File: config.mk
export PLATFORM = sky130hd
export DESIGN_NAME = alu_op_sequencer_flat
export DESIGN_NICKNAME = d
export VERILOG_FILES = /design/src/rtl/alu_op_sequencer_if.sv /design/src/rtl/alu_op_sequencer.sv /design/src/flat_wrapper.sv
export SDC_FILE = /design/constraint.sdc
export NUM_CORES = 1
export LEC_CHECK = 0
export ABC_AREA = 0
export BUFFER_PORTS_ARGS = -buffer_cell sky130_fd_sc_hd__buf_4
export CAP_MARGIN = 20
export CORE_MARGIN = 10
export CORE_UTILIZATION = 60
export CTS_BUF_LIST = sky130_fd_sc_hd__clkbuf_4 sky130_fd_sc_hd__clkbuf_8
export DETAILED_ROUTE_END_ITERATION = 7
export HOLD_SLACK_MARGIN = 0.12
export PLACE_DENSITY = 0.87
export SLEW_MARGIN = 20
export SYNTH_ARGS = -nofsm -noshare
export SYNTH_HDL_FRONTEND = slang
export SYNTH_SLANG_ARGS = --single-unit
File: constraint.sdc
create_clock -name clk -period 4.8 [get_ports clk]
set_clock_uncertainty 0.05 [all_clocks]
set_input_delay 0.96 -clock clk [delete_from_list [all_inputs] [get_ports clk]]
set_output_delay 0.96 -clock clk [all_outputs]
set_load 0.02 [all_outputs]
File: src/rtl/alu_op_sequencer_if.sv
// Command, ALU-operand and response signals of the ALU op sequencer.
// The slave modport is the sequencer side; master is the producer/ALU/consumer side.
interface alu_op_sequencer_if;
  logic       cmd_valid;
  logic       cmd_ready;
  logic [3:0] cmd_a;
  logic [3:0] cmd_b;
  logic [1:0] cmd_sel;
  logic       cmd_chain;

  logic [3:0] alu_a;
  logic [3:0] alu_b;
  logic [1:0] alu_sel;
  logic [3:0] alu_result;
  logic       alu_carry;

  logic       rsp_valid;
  logic       rsp_ready;
  logic [3:0] rsp_result;
  logic       rsp_carry;
  logic [1:0] rsp_sel;
  logic       busy;

  modport slave (
    input  cmd_valid, cmd_a, cmd_b, cmd_sel, cmd_chain, alu_result, alu_carry, rsp_ready,
    output cmd_ready, alu_a, alu_b, alu_sel, rsp_valid, rsp_result, rsp_carry, rsp_sel, busy
  );

  modport master (
    output cmd_valid, cmd_a, cmd_b, cmd_sel, cmd_chain, alu_result, alu_carry, rsp_ready,
    input  cmd_ready, alu_a, alu_b, alu_sel, rsp_valid, rsp_result, rsp_carry, rsp_sel, busy
  );
endinterface

File: src/rtl/alu_op_sequencer.sv
// Buffers ALU commands in a FIFO, drives them onto an external combinational ALU,
// waits SETTLE cycles, then captures and returns the result over a valid/ready handshake.
module alu_op_sequencer #(
  parameter int unsigned DEPTH  = 4,
  parameter int unsigned SETTLE = 1
) (
  input logic              clk,
  input logic              rst,
  alu_op_sequencer_if.slave bus
);

  localparam int unsigned AW         = (DEPTH > 1) ? $clog2(DEPTH) : 1;
  localparam logic [AW:0] Full       = (AW + 1)'(DEPTH);
  localparam logic [3:0]  SettleInit = 4'(SETTLE - 1);

  typedef struct packed {
    logic [3:0] a;
    logic [3:0] b;
    logic [1:0] sel;
    logic       chain;
  } cmd_t;

  typedef enum logic [1:0] {StIdle, StDrive, StResp} state_e;

  state_e        state_q, state_d;
  cmd_t          mem_q [DEPTH];
  cmd_t          mem_d [DEPTH];
  logic [AW-1:0] wr_ptr_q, wr_ptr_d;
  logic [AW-1:0] rd_ptr_q, rd_ptr_d;
  logic [AW:0]   count_q, count_d;
  logic [3:0]    cnt_q, cnt_d;
  logic [3:0]    alu_a_q, alu_a_d;
  logic [3:0]    alu_b_q, alu_b_d;
  logic [1:0]    alu_sel_q, alu_sel_d;
  logic          rsp_valid_q, rsp_valid_d;
  logic [3:0]    rsp_result_q, rsp_result_d;
  logic          rsp_carry_q, rsp_carry_d;
  logic [1:0]    rsp_sel_q, rsp_sel_d;
  logic [3:0]    last_q, last_d;

  logic push;
  logic pop;
  cmd_t head;
  cmd_t cmd_in;

  assign cmd_in = {bus.cmd_a, bus.cmd_b, bus.cmd_sel, bus.cmd_chain};
  assign head   = mem_q[rd_ptr_q];

  always_comb begin
    state_d      = state_q;
    mem_d        = mem_q;
    wr_ptr_d     = wr_ptr_q;
    rd_ptr_d     = rd_ptr_q;
    count_d      = count_q;
    cnt_d        = cnt_q;
    alu_a_d      = alu_a_q;
    alu_b_d      = alu_b_q;
    alu_sel_d    = alu_sel_q;
    rsp_valid_d  = rsp_valid_q;
    rsp_result_d = rsp_result_q;
    rsp_carry_d  = rsp_carry_q;
    rsp_sel_d    = rsp_sel_q;
    last_d       = last_q;
    // Full is judged on the registered count, so a same-cycle pop never makes room.
    push         = bus.cmd_valid && (count_q != Full);
    pop          = 1'b0;

    unique case (state_q)
      StIdle: begin
        if (count_q != '0) begin
          pop       = 1'b1;
          alu_a_d   = head.chain ? last_q : head.a;
          alu_b_d   = head.b;
          alu_sel_d = head.sel;
          cnt_d     = SettleInit;
          state_d   = StDrive;
        end
      end
      StDrive: begin
        if (cnt_q == '0) begin
          rsp_result_d = bus.alu_result;
          rsp_carry_d  = bus.alu_carry;
          rsp_sel_d    = alu_sel_q;
          last_d       = bus.alu_result;
          rsp_valid_d  = 1'b1;
          state_d      = StResp;
        end else begin
          cnt_d = cnt_q - 4'd1;
        end
      end
      StResp: begin
        if (bus.rsp_ready) begin
          rsp_valid_d = 1'b0;
          state_d     = StIdle;
        end
      end
      default: state_d = StIdle;
    endcase

    if (push) begin
      mem_d[wr_ptr_q] = cmd_in;
      wr_ptr_d        = wr_ptr_q + 1'b1;
    end
    if (pop) begin
      rd_ptr_d = rd_ptr_q + 1'b1;
    end
    if (push && !pop) begin
      count_d = count_q + 1'b1;
    end else if (pop && !push) begin
      count_d = count_q - 1'b1;
    end
  end

  always_ff @(posedge clk) begin
    if (rst) begin
      state_q      <= StIdle;
      mem_q        <= '{default: '0};
      wr_ptr_q     <= '0;
      rd_ptr_q     <= '0;
      count_q      <= '0;
      cnt_q        <= '0;
      alu_a_q      <= '0;
      alu_b_q      <= '0;
      alu_sel_q    <= '0;
      rsp_valid_q  <= 1'b0;
      rsp_result_q <= '0;
      rsp_carry_q  <= 1'b0;
      rsp_sel_q    <= '0;
      last_q       <= '0;
    end else begin
      state_q      <= state_d;
      mem_q        <= mem_d;
      wr_ptr_q     <= wr_ptr_d;
      rd_ptr_q     <= rd_ptr_d;
      count_q      <= count_d;
      cnt_q        <= cnt_d;
      alu_a_q      <= alu_a_d;
      alu_b_q      <= alu_b_d;
      alu_sel_q    <= alu_sel_d;
      rsp_valid_q  <= rsp_valid_d;
      rsp_result_q <= rsp_result_d;
      rsp_carry_q  <= rsp_carry_d;
      rsp_sel_q    <= rsp_sel_d;
      last_q       <= last_d;
    end
  end

  assign bus.cmd_ready  = (count_q != Full);
  assign bus.busy       = (state_q != StIdle) || (count_q != '0);
  assign bus.alu_a      = alu_a_q;
  assign bus.alu_b      = alu_b_q;
  assign bus.alu_sel    = alu_sel_q;
  assign bus.rsp_valid  = rsp_valid_q;
  assign bus.rsp_result = rsp_result_q;
  assign bus.rsp_carry  = rsp_carry_q;
  assign bus.rsp_sel    = rsp_sel_q;

endmodule

File: src/flat_wrapper.sv
// flat-port wrapper written by rule: the top's interface ports become plain ports
module alu_op_sequencer_flat 
#(
  parameter int unsigned DEPTH  = 4,
  parameter int unsigned SETTLE = 1
)
  (clk, rst, bus_cmd_valid, bus_cmd_a, bus_cmd_b, bus_cmd_sel, bus_cmd_chain, bus_alu_result, bus_alu_carry, bus_rsp_ready, bus_cmd_ready, bus_alu_a, bus_alu_b, bus_alu_sel, bus_rsp_valid, bus_rsp_result, bus_rsp_carry, bus_rsp_sel, bus_busy);
  alu_op_sequencer_if bus_i ();
  input logic clk;
  input logic rst;
  input wire logic [$bits(bus_i.cmd_valid)-1:0] bus_cmd_valid;
  input wire logic [$bits(bus_i.cmd_a)-1:0] bus_cmd_a;
  input wire logic [$bits(bus_i.cmd_b)-1:0] bus_cmd_b;
  input wire logic [$bits(bus_i.cmd_sel)-1:0] bus_cmd_sel;
  input wire logic [$bits(bus_i.cmd_chain)-1:0] bus_cmd_chain;
  input wire logic [$bits(bus_i.alu_result)-1:0] bus_alu_result;
  input wire logic [$bits(bus_i.alu_carry)-1:0] bus_alu_carry;
  input wire logic [$bits(bus_i.rsp_ready)-1:0] bus_rsp_ready;
  output wire logic [$bits(bus_i.cmd_ready)-1:0] bus_cmd_ready;
  output wire logic [$bits(bus_i.alu_a)-1:0] bus_alu_a;
  output wire logic [$bits(bus_i.alu_b)-1:0] bus_alu_b;
  output wire logic [$bits(bus_i.alu_sel)-1:0] bus_alu_sel;
  output wire logic [$bits(bus_i.rsp_valid)-1:0] bus_rsp_valid;
  output wire logic [$bits(bus_i.rsp_result)-1:0] bus_rsp_result;
  output wire logic [$bits(bus_i.rsp_carry)-1:0] bus_rsp_carry;
  output wire logic [$bits(bus_i.rsp_sel)-1:0] bus_rsp_sel;
  output wire logic [$bits(bus_i.busy)-1:0] bus_busy;
  assign bus_i.cmd_valid = bus_cmd_valid;
  assign bus_i.cmd_a = bus_cmd_a;
  assign bus_i.cmd_b = bus_cmd_b;
  assign bus_i.cmd_sel = bus_cmd_sel;
  assign bus_i.cmd_chain = bus_cmd_chain;
  assign bus_i.alu_result = bus_alu_result;
  assign bus_i.alu_carry = bus_alu_carry;
  assign bus_i.rsp_ready = bus_rsp_ready;
  assign bus_cmd_ready = bus_i.cmd_ready;
  assign bus_alu_a = bus_i.alu_a;
  assign bus_alu_b = bus_i.alu_b;
  assign bus_alu_sel = bus_i.alu_sel;
  assign bus_rsp_valid = bus_i.rsp_valid;
  assign bus_rsp_result = bus_i.rsp_result;
  assign bus_rsp_carry = bus_i.rsp_carry;
  assign bus_rsp_sel = bus_i.rsp_sel;
  assign bus_busy = bus_i.busy;
  alu_op_sequencer #(.DEPTH(DEPTH), .SETTLE(SETTLE)) u_core (.clk(clk), .rst(rst), .bus(bus_i));
endmodule
Word-level counts from Yosys, hierarchy flattened
Index checks and enable logic that the tools add are counted.
Word-level totals
  flip-flop bits (word level): 75
  input bits: 20
  output and inout bits: 20
  word-level logic and storage cells: 85
Operators by class
  add/sub/neg operators: 5
  order comparisons: 3
  equality and inequality tests: 7
  muxes and demuxes: 21
  bitwise logic cells: 2
  reduce and logical (&&, ||, !) cells: 19
Operators by type and width (count)
  bitwise mux 44 bit: 1
  2-to-1 mux 11 bit: 3
  binary-select mux 11 bit (select 2 bit): 1
  demux 11 bit (select 2 bit): 1
  2-to-1 mux 4 bit: 3
  AND reduction 3 bit: 3
  case mux 4 bit (2 select lines): 1
  nonzero test 2 bit: 4
  >= comparator 3 bit (second input constant): 2
  2-to-1 mux 2 bit: 3
  2-to-1 mux 3 bit: 2
  NOT 2 -> 3 bit: 2
  case mux 2 bit (3 select lines): 1
  adder 2 x 1 -> 2 bit (second input constant): 2
  logical AND 1 bit: 4
  logical NOT 4 bit: 1
  2-to-1 mux 1 bit: 4
  != test 2 x 1 -> 1 bit (second input constant): 2
  != test 2 bit (second input constant): 2
  AND reduction 2 bit: 2
  subtractor 4 x 1 -> 4 bit (second input constant): 1
  adder 3 x 1 -> 3 bit (second input constant): 1
  less-than comparator 3 x 1 -> 1 bit (second input constant): 1
  != test 3 bit (second input constant): 1
  8 further kinds: 9

Logic depth before layout (Yosys ltp)
Gate-level depths: netlist of the first run.
  depth after elaboration: 6
  mapped depth: 10
  mapped depth without buffers: 9

Worst setup path after synthesis of the first run
No wires, ideal clock.
  kind: in2reg
  start: input port bus_cmd_valid
  end: register u_core.count_q[2]
  library setup time: 0.070 ns
  data arrival time: 2.725 ns
  data required time: 4.680 ns
  setup slack: 1.955 ns
  stages on the path: 10
  path buffers: 2
  cell sequence: inv_1 clkbuf_1 clkbuf_1 nor2_1 ha_1 inv_1 fa_1 xor2_1 or3_1 a21oi_1
Between the ends
  cells in the longest elaborated chain, start to end: 4
  elaborated cells on any way between the ends: 6
  classes of those cells: mux: 1; reduce/logical: 5
Ends and longest elaborated chain
  start, declared: line flat_wrapper.sv:11  | input wire logic [$bits(bus_i.cmd_valid)-1:0] bus_cmd_valid;
  logical AND 1 bit (*): line alu_op_sequencer.sv:65  | push = bus.cmd_valid && (count_q != Full);
  via u_core.push: line alu_op_sequencer.sv:41  | logic push;
  logical NOT 1 bit: line alu_op_sequencer.sv:109  | end else if (pop && !push) begin
  logical AND 1 bit: line alu_op_sequencer.sv:109
  nonzero test 2 bit (no line)
  end signal, assigned: line alu_op_sequencer.sv:135  | count_q <= count_d;
  end, declared: line alu_op_sequencer.sv:30  | logic [AW:0] count_q, count_d;
The timed path passes the listed nets; every way through them passes the cells marked *.
A chain may end at the register's enable or synchronous reset.

Worst setup path after layout of the first run
  start: register u_core.count_q[0]
  end: output port bus_cmd_ready
Between the ends
  cells in the longest elaborated chain, start to end: 1
Ends and longest elaborated chain
  != test 3 bit: line alu_op_sequencer.sv:148  | assign bus.cmd_ready = (count_q != Full);
  end, declared: line flat_wrapper.sv:19  | output wire logic [$bits(bus_i.cmd_ready)-1:0] bus_cmd_ready;
No other way between the ends.

==> summary.md, run 1 <==
| Metric | Value |
|---|---|
| Outcome | complete, no violations |
| Adder-Cell Fraction of Synth Area | approximately 3% |
| Critical Path End Type | primary output |
| Routed Antenna Nets | 0 |
| Syn Nets | 419 |
| Top area cells in the synthesized netlist | dfxtp_1, a21oi_1, o31ai_1, nand4_1, mux4_1 |
| Placement Cell Area | roughly 0.0038 mm² |
| Initial Utilization | 61.01% |
| Flops & latches, synth | 75 |
| Sink count of the clock tree | 75 |
| Synth Warn # | 0 |
| CP arrival | 1.72 ns |
| Die Span X | ~97 µm |
| CTS Buf Count | 9 |
| Post-synthesis xor/xnor area fraction | 0.4907% |
| Yosys top cell by area | dfxtp_1 |
| Fmax | 365.7 MHz |
| Vias | around 3.2k |
| Slew @ Worst Pin | just under 0.8 ns |
| Initial antenna violation count | 0 |
| Average wire per standard cell | roughly 20 µm |
| Mapped Avg Cell Area | around 9.1 µm² |
| Final WL | roughly 9500 µm |
| # rows | 28 |
| Maximum buffer depth of the clock tree | 2 |
| Latest clock arrival within the worst-skew pair | ~0.34 ns |
| Detailed Place HPWL | 5867 µm |
| Vias per Instance | slightly below 7 |
| Startpoint Class | flop |
| Worst endpoint required time | ~3.8 ns |
| Synth top area share | 42.06% |
| DR pass1 iterations | 5 |
| Die Y | slightly below 100 µm |
| Final net count | ~430 |
| Hold Buf Count CTS | 0 |
| Slew HR | around 48% |
| Cell Pwr Density | between 500 and 600 mW/mm² |
| Resize count post-CTS | 0 |
| TritonCTS clock tree | done |
| Fin Hold WS | 0.4116 ns |
| Sequential area share after synthesis | a little over two fifths |
| Crit Path Class | reg -> out |
| Cell count after synthesis | between 300 and 400 |
| Netlist cell types | 34 |
| Core ar. | 0.005851 mm² |
| HP Class | reg -> reg |
| Crit share post-route | 56.97% |
| Iter 0 DRT Violations | about 400 |
| Final TNS setup | 0 ns |
| IO Pins | 40 |
| Maximum vdd drop | 0.3052 mV |
| Clk slew on worst S/H paths | 0.07 ns |
| Post-CTS Setup Inserts | 0 |
| CTS root buffer | clkbuf_8 |
| CP dominant cell by count | buf_4 |
| First-pass GRT wire length | 15550 µm |
| Total power | 0.002059 W |
| Simple-Gate Fraction of Synth Area | between 10 and 15% |
| Crit path max-delay cell type | buf_4 |
| Routability cong. | 0.7901 |
| Final hold vios | 0 |
| Global Route Usage Sum | a little under 20% |
| Crit-path cells | nor3b_4 > buf_4 > inv_1 > buf_4 |
| RSZ-0062 raised after global routing | no |
| Final min period | ~2.7 ns |
| CP delay by family, top | buffers and inverters |
| Mapped Area | about 0.0036 mm² |
| DRC Markers | 0 |
| Max capacitance violation total | 0 |
| WP buf/inv | 3 |
| Max incr delay on CP | approximately 0.46 ns |
| Overflow after GRT | 0 |
| Final instance area | 0.004061 mm² |
| Post-synthesis compound-gate area fraction | 23.90% |
| Fillers | approximately 480 |
| Port Buffer Count | 39 |
| Share of cells above drive strength 1 | approximately 17% |
| Die footprint | 0.009434 mm² |
| Vias in the first global route | between 3k and 4k |
| Max-slew violations | 0 |
| Mux cell area share after synthesis | under 10% |
| Pin count of the biggest net entering global routing | 75 |
| Final setup fails | 0 |
| Antenna cell count | 0 |
| Synthesis-to-finish area growth | 13.78% |
| Largest family of logic cells by synthesized area | compound AO/OA/AOI/OAI gates |
| H-tree levels | 3 |
| CP max FO | 48 |
| LEAKAGE | roughly 1.5 nW |
registers in the layout (all words and copies together) (netlist names), 3 cells and up:
name / count
u_core.bus.alu_a: 4
u_core.cnt_q: 4
u_core.count_q: 3
u_core.mem_q: 44
u_core.last_q: 4
u_core.bus.alu_b: 4
path summary, 6_finish.rpt:
path	from	endpoint	slack, ns	depth (start not counted)
worst max-delay path	u_core.count_q[0]$_SDFFE_PP0P_	bus_cmd_ready	2.07	4
worst min register to register	u_core.bus.rsp_valid$_SDFFE_PP0P_	u_core.bus.rsp_valid$_SDFFE_PP0P_	0.41	2
worst max register to register	u_core.count_q[0]$_SDFFE_PP0P_	u_core.count_q[2]$_SDFFE_PP0P_	2.33	10
worst min-delay path	u_core.bus.rsp_valid$_SDFFE_PP0P_	u_core.bus.rsp_valid$_SDFFE_PP0P_	0.41	2
logic make-up after synthesis:
| logic type | after synthesis |
|---|---|
| buffers and inverters | 60 |
| adders and majority gates | 8 |
| DFF | 75 |
| and+or+nand+nor | 86 |
| xor gates and xnor gates | 2 |
| muxes | 16 |
| AOI/OAI and AO/OA | 144 |
where the power goes:
part / total (W) / internal, W / switching (W)
sequential: 0.000793 / 0.000704 / 0.0000894
clock: 0.000591 / 0.000364 / 0.000228
combinational: 0.000675 / 0.000250 / 0.000425
layout by cell type (no fill, tap or decap), types with 3 or more instances in the layout:
cell type	count
nand3_1	17
o31ai_1	45
nand4_1	44
a21oi_1	73
buf_4	45
dfxtp_1	75
nor2_1	5
ha_1	7
mux2i_1	5
o21ai_0	18
or3_1	4
or4_1	3
nand2_1	4
a211oi_1	4
inv_1	13
mux4_1	10
clkbuf_8	10
bufinv_16	3
metal layers:
layer / wire length [µm] / part of all wire (%) / up-vias / GRT usage, %
met4: 171 / 1.8 / 0 / 8.740
met5: 0 / 0 / - / 0
met3: 715 / 7.5 / 19 / 4.125
li1: - / - / 1521 / -
met2: 4590 / 48 / 146 / 31.28
met1: 4043 / 42 / 1555 / 23.88
cells in the mapped netlist:
cell type and instances:
mux2i_1 5, nand2b_1 1, a21o_1 1, buf_2 9, buf_6 1, o21ai_1 1
mux4_1 10, ha_1 7, or2_2 1, a211oi_1 4, nand4_1 44, nand2_1 4
inv_1 13, nand3_1 17, o31ai_1 45, o21ai_0 18, a21oi_1 73, o221ai_1 2
nor2_1 5, clkbuf_1 27, nand3b_1 1, or4_1 3, fa_1 1, or3_1 4
or3b_2 2, nor3b_2 1, buf_1 9, inv_2 1, dfxtp_1 75, nor3_1 1
nor3b_1 1, xor2_1 2, mux4_2 1, nor2b_1 1
worst register-to-register path: cells and delay by family (launching register included):
family / cells / cell delay (ns)
simple gates: 3 / 0.65
fa+ha+maj: 2 / 0.62
buf+inv: 3 / 0.40
xor+xnor: 1 / 0.18
compound gates: 1 / 0.14
flops: 1 / 0.39
per-stage QoR:
stage               util [%]  setup slack, ns  std cells
finish                 69.42            2.065        481
global route           69.42            1.978        481
CTS                    69.42            2.079        481
detailed placement     65.23            1.807        465
global placement       65.23            1.853        465
floorplan                  -            1.955        391
cell type report:
type                       count  area, µm²  share of cell area (%)
sequential                    75       1501                   36.97
clock buffer                  11      145.1                   3.574
clock inverter                 5      100.1                   2.465
timing repair buffer          45      337.8                   8.318
tap                           75      93.84                   2.311
multi-input combinational    256       1831                   45.07
inverter                      14      52.55                   1.294
No activity file was read; power rests on OpenSTA's default activity.
==> inputs of run 2 (changes only) <==
--- a/config.mk
+++ b/config.mk
@@ -9,11 +9,11 @@
 export BUFFER_PORTS_ARGS = -buffer_cell sky130_fd_sc_hd__buf_4
 export CAP_MARGIN = 20
 export CORE_MARGIN = 10
-export CORE_UTILIZATION = 60
+export CORE_UTILIZATION = 55
 export CTS_BUF_LIST = sky130_fd_sc_hd__clkbuf_4 sky130_fd_sc_hd__clkbuf_8
 export DETAILED_ROUTE_END_ITERATION = 7
 export HOLD_SLACK_MARGIN = 0.12
-export PLACE_DENSITY = 0.87
+export PLACE_DENSITY = 0.85
 export SLEW_MARGIN = 20
 export SYNTH_ARGS = -nofsm -noshare
 export SYNTH_HDL_FRONTEND = slang
==> constraint.sdc (replaced) <==
create_clock -name clk -period 2.3 [get_ports clk]
set_clock_uncertainty 0.05 [all_clocks]
set_input_delay 0.46 -clock clk [delete_from_list [all_inputs] [get_ports clk]]
set_output_delay 0.46 -clock clk [all_outputs]
set_load 0.02 [all_outputs]
==> summary.md, run 2 (synthesis gave the netlist of run 1 again) <==
| Metric | Value |
|---|---|
| Latest clock arrival within the worst-skew pair | 0.36 ns |
| Sink count of the clock tree | 75 |
| Fmax | 451.0 MHz |
| Core ar. | ~0.0063 mm² |
| HP Class | in -> reg |
| CTS root buffer | clkbuf_8 |
| Routability cong. | between 0.8 and 0.9 |
| Die footprint | slightly above 0.01 mm² |
| Global Route Usage Sum | around a fifth |
| Port Buffer Count | 39 |
| Vias in the first global route | between 3k and 4k |
| Largest register by flop count | u_core.mem_q |
| Overflow after GRT | 0 |
| Average wire per standard cell | 19.26 µm |
| Vias per Instance | 6.727 |
| Final net count | 440 |
| Detailed Place HPWL | between 5000 and 6000 µm |
| Maximum vdd drop | roughly 0.75 mV |
| Vias | about 3.3k |
| FF-to-FF End | u_core.count_q[2]$_SDFFE_PP0P_ |
| Routed Antenna Nets | 0 |
| Final WL | 9515 µm |
| Max incr delay on CP | around 0.36 ns |
| WP buf/inv | 4 |
| Iter 0 DRT Violations | 285 |
| Most frequent cells in the layout | dfxtp_1, a21oi_1, buf_4 |
| Antenna cell count | 0 |
| Slew HR | 55.63% |
| Maximum buffer depth of the clock tree | 2 |
| Crit share post-route | between 90% and 100% |
| Final TNS setup | 0 ns |
| IO Pins | 40 |
| Max capacitance violation total | 0 |
| Crit path max-delay cell type | buf_6 |
| DR pass1 iterations | 5 |
| Clk slew on worst S/H paths | 0.09 ns |
| Hold Path Depth | 3 |
| Reg2Reg Setup Slack | ~0.12 ns |
| Max-slew violations | 0 |
| Final setup fails | 0 |
| H-tree levels | 3 |
| # rows | 29 |
| Die Y | a little over 100 µm |
| CP arrival | about 1.7 ns |
| Final std cells w/o fill | a little under 500 |
| R2R depth | 9 |
| LEAKAGE | 1.527 nW |
| Outcome | complete, no violations |
| Initial Utilization | 56.54% |
| Synthesis-to-finish area growth | 16.61% |
| Area of the multi-input gates | 0.001836 mm² |
| Placed cells | ~480 |
| TritonCTS clock tree | done |
| Critical Path End Type | primary output |
| CTS Buf Count | 9 |
| Pin count of the biggest net entering global routing | 48 |
| Slew @ Worst Pin | roughly 0.66 ns |
| DRC Markers | 0 |
| Die Span X | just over 100 µm |
| Register area | 0.001501 mm² |
| Max reg flops | 44 |
| CP max FO | between 40 and 50 |
| Final hold vios | 0 |
| CP delay by family, top | buffers and inverters |
| First-pass GRT wire length | approximately 16000 µm |
| Post-CTS Setup Inserts | 0 |
| R2r startpoint | u_core.count_q[0]$_SDFFE_PP0P_ |
| Final min period | between 2 and 2.5 ns |
| Crit Path Class | reg -> out |
| Hold path start | bus_alu_carry |
| Hold-critical path endpoint | u_core.bus.rsp_carry$_SDFFE_PP0P_ |
| Cell Pwr Density | 1052 mW/mm² |
| Fillers | a little under 500 |
| Most common cell after layout, fill and taps aside | dfxtp_1 |
| Startpoint Class | flop |
| RSZ-0062 raised after global routing | no |
| Initial antenna violation count | 0 |
| Crit-path cells | buf_4 > nor3b_4 > buf_6 > inv_1 > buf_4 |
| Worst endpoint required time | 1.79 ns |
| CP dominant cell by count | buf_4 |
| Share of cells above drive strength 1 | between 10% and 20% |
-- run 2: per-stage QoR --
step	util [%]	instance area (µm²)	worst slack (ns)	total power (W)	hold slack [ns]
global placement	61.99	3914	0.1973	0.003088	0.3953
CTS	65.85	4158	0.02767	0.004377	0.2904
floorplan	-	3575	0.02307	0.002624	0.3935
finish	65.93	4163	0.08273	0.004378	0.2989
detailed placement	61.99	3914	0.1489	0.003144	0.3998
global route	65.93	4163	0.01802	0.004593	0.3142
-- run 2: final cells by class --
cell class / instances / area share (%)
sequential: 75 / 36.07
clock inverter: 7 / 2.795
inverter: 14 / 1.262
clock buffer: 9 / 2.976
tap: 77 / 2.314
timing repair buffer: 56 / 10.49
multi-input combinational: 256 / 44.09
-- run 2: worst max path at each step --
stage | endpoint | slack (ns) | cells past startpoint | startpoint
2_1_floorplan | u_core.count_q[2]$_SDFFE_PP0P_ | 0.02 | 10 | bus_cmd_valid
3_3_place_gp | u_core.count_q[2]$_SDFFE_PP0P_ | 0.20 | 9 | bus_cmd_valid
3_5_place_dp | u_core.count_q[2]$_SDFFE_PP0P_ | 0.15 | 9 | bus_cmd_valid
4_1_cts | u_core.count_q[2]$_SDFFE_PP0P_ | 0.03 | 9 | u_core.count_q[1]$_SDFFE_PP0P_
5_1_grt | u_core.count_q[2]$_SDFFE_PP0P_ | 0.02 | 9 | u_core.count_q[0]$_SDFFE_PP0P_
6_report | bus_cmd_ready | 0.08 | 5 | u_core.count_q[0]$_SDFFE_PP0P_
-- run 2: metal layers --
layer	vias up	GRT usage [%]	wire length (µm)
li1	1551	-	-
met1	1578	24.01	3925
met5	-	0	0
met3	20	4.870	778
met4	0	9.022	187
met2	174	29.18	4623
-- run 2: power by group --
part	switching (W)	total (W)	leakage, nW	internal (W)
combinational	0.000944	0.00153	0.798	0.000588
sequential	0.000153	0.00162	0.610	0.00147
clock	0.000507	0.00123	0.119	0.000718
total	0.00160	0.00438	1.53	0.00277
-- run 2: worst reg2reg max path, delay by kind of cell (launching register included) --
family	cells	cell delay, ns
compound gates	1	0.13
xor+xnor	1	0.18
fa+ha+maj	2	0.61
buf+inv	2	0.17
flops	1	0.33
simple gates	3	0.65
-- run 2: repair_timing --
action / 4_1_cts / 5_1_grt
gates resized for setup: 1 / 1
setup endpoints to repair: 1 / 1
pin swaps: 0 / 0
hold buffers: 0 / 0
==> inputs of run 3 (changes only) <==
--- a/config.mk
+++ b/config.mk
@@ -6,7 +6,7 @@
 export NUM_CORES = 1
 export LEC_CHECK = 0
 export ABC_AREA = 0
-export BUFFER_PORTS_ARGS = -buffer_cell sky130_fd_sc_hd__buf_4
+export BUFFER_PORTS_ARGS = -buffer_cell sky130_fd_sc_hd__buf_2
 export CAP_MARGIN = 20
 export CORE_MARGIN = 10
 export CORE_UTILIZATION = 55
==> summary.md, run 3 (synthesis gave the netlist of run 1 again) <==
| Metric | Value |
|---|---|
| Vias in the first global route | around 3.2k |
| Total power | ~0.0042 W |
| Die footprint | approximately 0.010 mm² |
| Max-slew violations | 0 |
| Reg2Reg Setup Slack | ~0.15 ns |
| Port Buffer Count | 39 |
| First-pass GRT wire length | between 15000 and 20000 µm |
| Routability cong. | between 0.8 and 0.9 |
| Detailed Place HPWL | between 5000 and 6000 µm |
| Startpoint Class | flop |
| Final net count | between 400 and 500 |
| LEAKAGE | roughly 1.5 nW |
| Slew @ Worst Pin | approximately 0.7 ns |
| Core ar. | 0.006314 mm² |
| Final min period | ~2.2 ns |
| Critical path launch point | u_core.count_q[0]$_SDFFE_PP0P_ |
| FF-to-FF End | u_core.count_q[2]$_SDFFE_PP0P_ |
| Fin Hold WS | 0.2952 ns |
| Worst setup path end | bus_cmd_ready |
| Fillers | around 520 |
| Die Y | approximately 100 µm |
| Pin count of the biggest net entering global routing | 48 |
| Die Span X | ~100 µm |
| Largest register by flop count | u_core.mem_q |
| Crit share post-route | between 90 and 100% |
| R2r startpoint | u_core.count_q[2]$_SDFFE_PP0P_ |
| Max reg flops | 44 |
| Vias | ~3.2k |
| H-tree levels | 3 |
| Synthesis-to-finish area growth | 13.78% |
| Max capacitance violation total | 0 |
| TritonCTS clock tree | done |
| # rows | 29 |
| Final hold vios | 0 |
| DRC Markers | 0 |
| Initial antenna violation count | 0 |
| Hold Buf Count CTS | 0 |
| Outcome | complete, no violations |
| IO Pins | 40 |
| Most frequent cells in the layout | dfxtp_1, a21oi_1, o31ai_1 |
| Iter 0 DRT Violations | 228 |
| Final WL | around 9300 µm |
| Global Route Usage Sum | a little under a fifth |
| Cell Pwr Density | 1044 mW/mm² |
| DR pass1 iterations | 5 |
| CTS Buf Count | 9 |
| CP max FO | 47 |
| Sink count of the clock tree | 75 |
| Routed Antenna Nets | 0 |
| Latest clock arrival within the worst-skew pair | roughly 0.36 ns |
| Worst endpoint required time | about 1.8 ns |
| Slew HR | between 50% and 60% |
| Initial Utilization | a little under three fifths |
| Overflow after GRT | 0 |
| Final TNS setup | 0 ns |
| Average wire per standard cell | between 15 and 20 µm |
| Antenna cell count | 0 |
| Maximum vdd drop | roughly 0.74 mV |
| HP Class | in -> reg |
| CP arrival | ~1.7 ns |
| Critical Path End Type | primary output |
| Most common cell after layout, fill and taps aside | dfxtp_1 |
| Clk slew on worst S/H paths | approximately 0.07 ns |
| R2R depth | 9 |
| Share of cells above drive strength 1 | a little under a fifth |
| Vias per Instance | 6.544 |
| Final setup fails | 0 |
| CTS root buffer | clkbuf_8 |
| Crit Path Class | reg -> out |
| RSZ-0062 raised after global routing | no |
| Maximum buffer depth of the clock tree | 2 |
| Fmax | 454.3 MHz |
==> run 3: changes by cell type in the layout (fill, tap and decap cells not counted), sizes merged <==
cell	change
buf	+2
bufinv	-1
clkbuf	+2
clkinvlp	-1
==> run 3: how the worst min path moves through the flow <==
stage	slack (ns)	cells past startpoint	end	from
2_1_floorplan	0.39	2	u_core.mem_q[23]$_SDFFE_PP0P_	u_core.mem_q[23]$_SDFFE_PP0P_
3_3_place_gp	0.39	2	u_core.bus.rsp_valid$_SDFFE_PP0P_	u_core.bus.rsp_valid$_SDFFE_PP0P_
3_5_place_dp	0.41	2	u_core.mem_q[34]$_SDFFE_PP0P_	u_core.mem_q[34]$_SDFFE_PP0P_
4_1_cts	0.29	3	u_core.last_q[2]$_SDFFE_PP0P_	bus_alu_result[2]
5_1_grt	0.31	3	u_core.last_q[2]$_SDFFE_PP0P_	bus_alu_result[2]
6_report	0.30	3	u_core.last_q[2]$_SDFFE_PP0P_	bus_alu_result[2]
==> run 3: metal layers <==
layer  up-vias  global-route usage [%]  wire, µm
met1      1552                   21.75      3710
li1       1547                       -         -
met2       131                   30.86      4645
met4         0                   6.413       123
met5         -                       0         0
met3        16                   5.761       819
==> run 3: repair_timing <==
action,4_1_cts,5_1_grt
buffers inserted,0,0
endpoints found under the hold margin,0,0
endpoints found under the setup margin,1,0
resized for setup,1,0
==> run 3: stage by stage <==
stage	area, µm²	util, %	setup slack (ns)	instances
2_1_floorplan	3575	-	0.02307	391
3_3_place_gp	3831	60.68	0.1969	480
3_5_place_dp	3831	60.68	0.1630	480
4_1_cts	4061	64.33	0.1043	496
5_1_grt	4061	64.33	0.01603	496
6_report	4061	64.33	0.09885	496
==> run 3: power by group <==
group / switching, W / internal (W) / leakage, nW
clock network: 0.000483 / 0.000664 / 0.119
registers: 0.000134 / 0.00147 / 0.610
logic: 0.000955 / 0.000535 / 0.787
total: 0.00157 / 0.00267 / 1.52
==> run 3: critical path, stage by stage (launching register included) <==
cell	delay (ns)
dfxtp_1	0.31
buf_4	0.15
nor3b_4	0.23
buf_6	0.36
inv_1	0.09
buf_2	0.17
==> run 3: final cells by class <==
cell class	count	area (µm²)	area share, %
Inverter	14	52.55	1.294
Tap cell	77	96.34	2.372
Timing Repair Buffer	58	354.1	8.718
Multi-Input combinational cell	256	1831	45.07
Sequential cell	75	1501	36.97
Clock inverter	5	75.07	1.848
Clock buffer	11	151.4	3.728
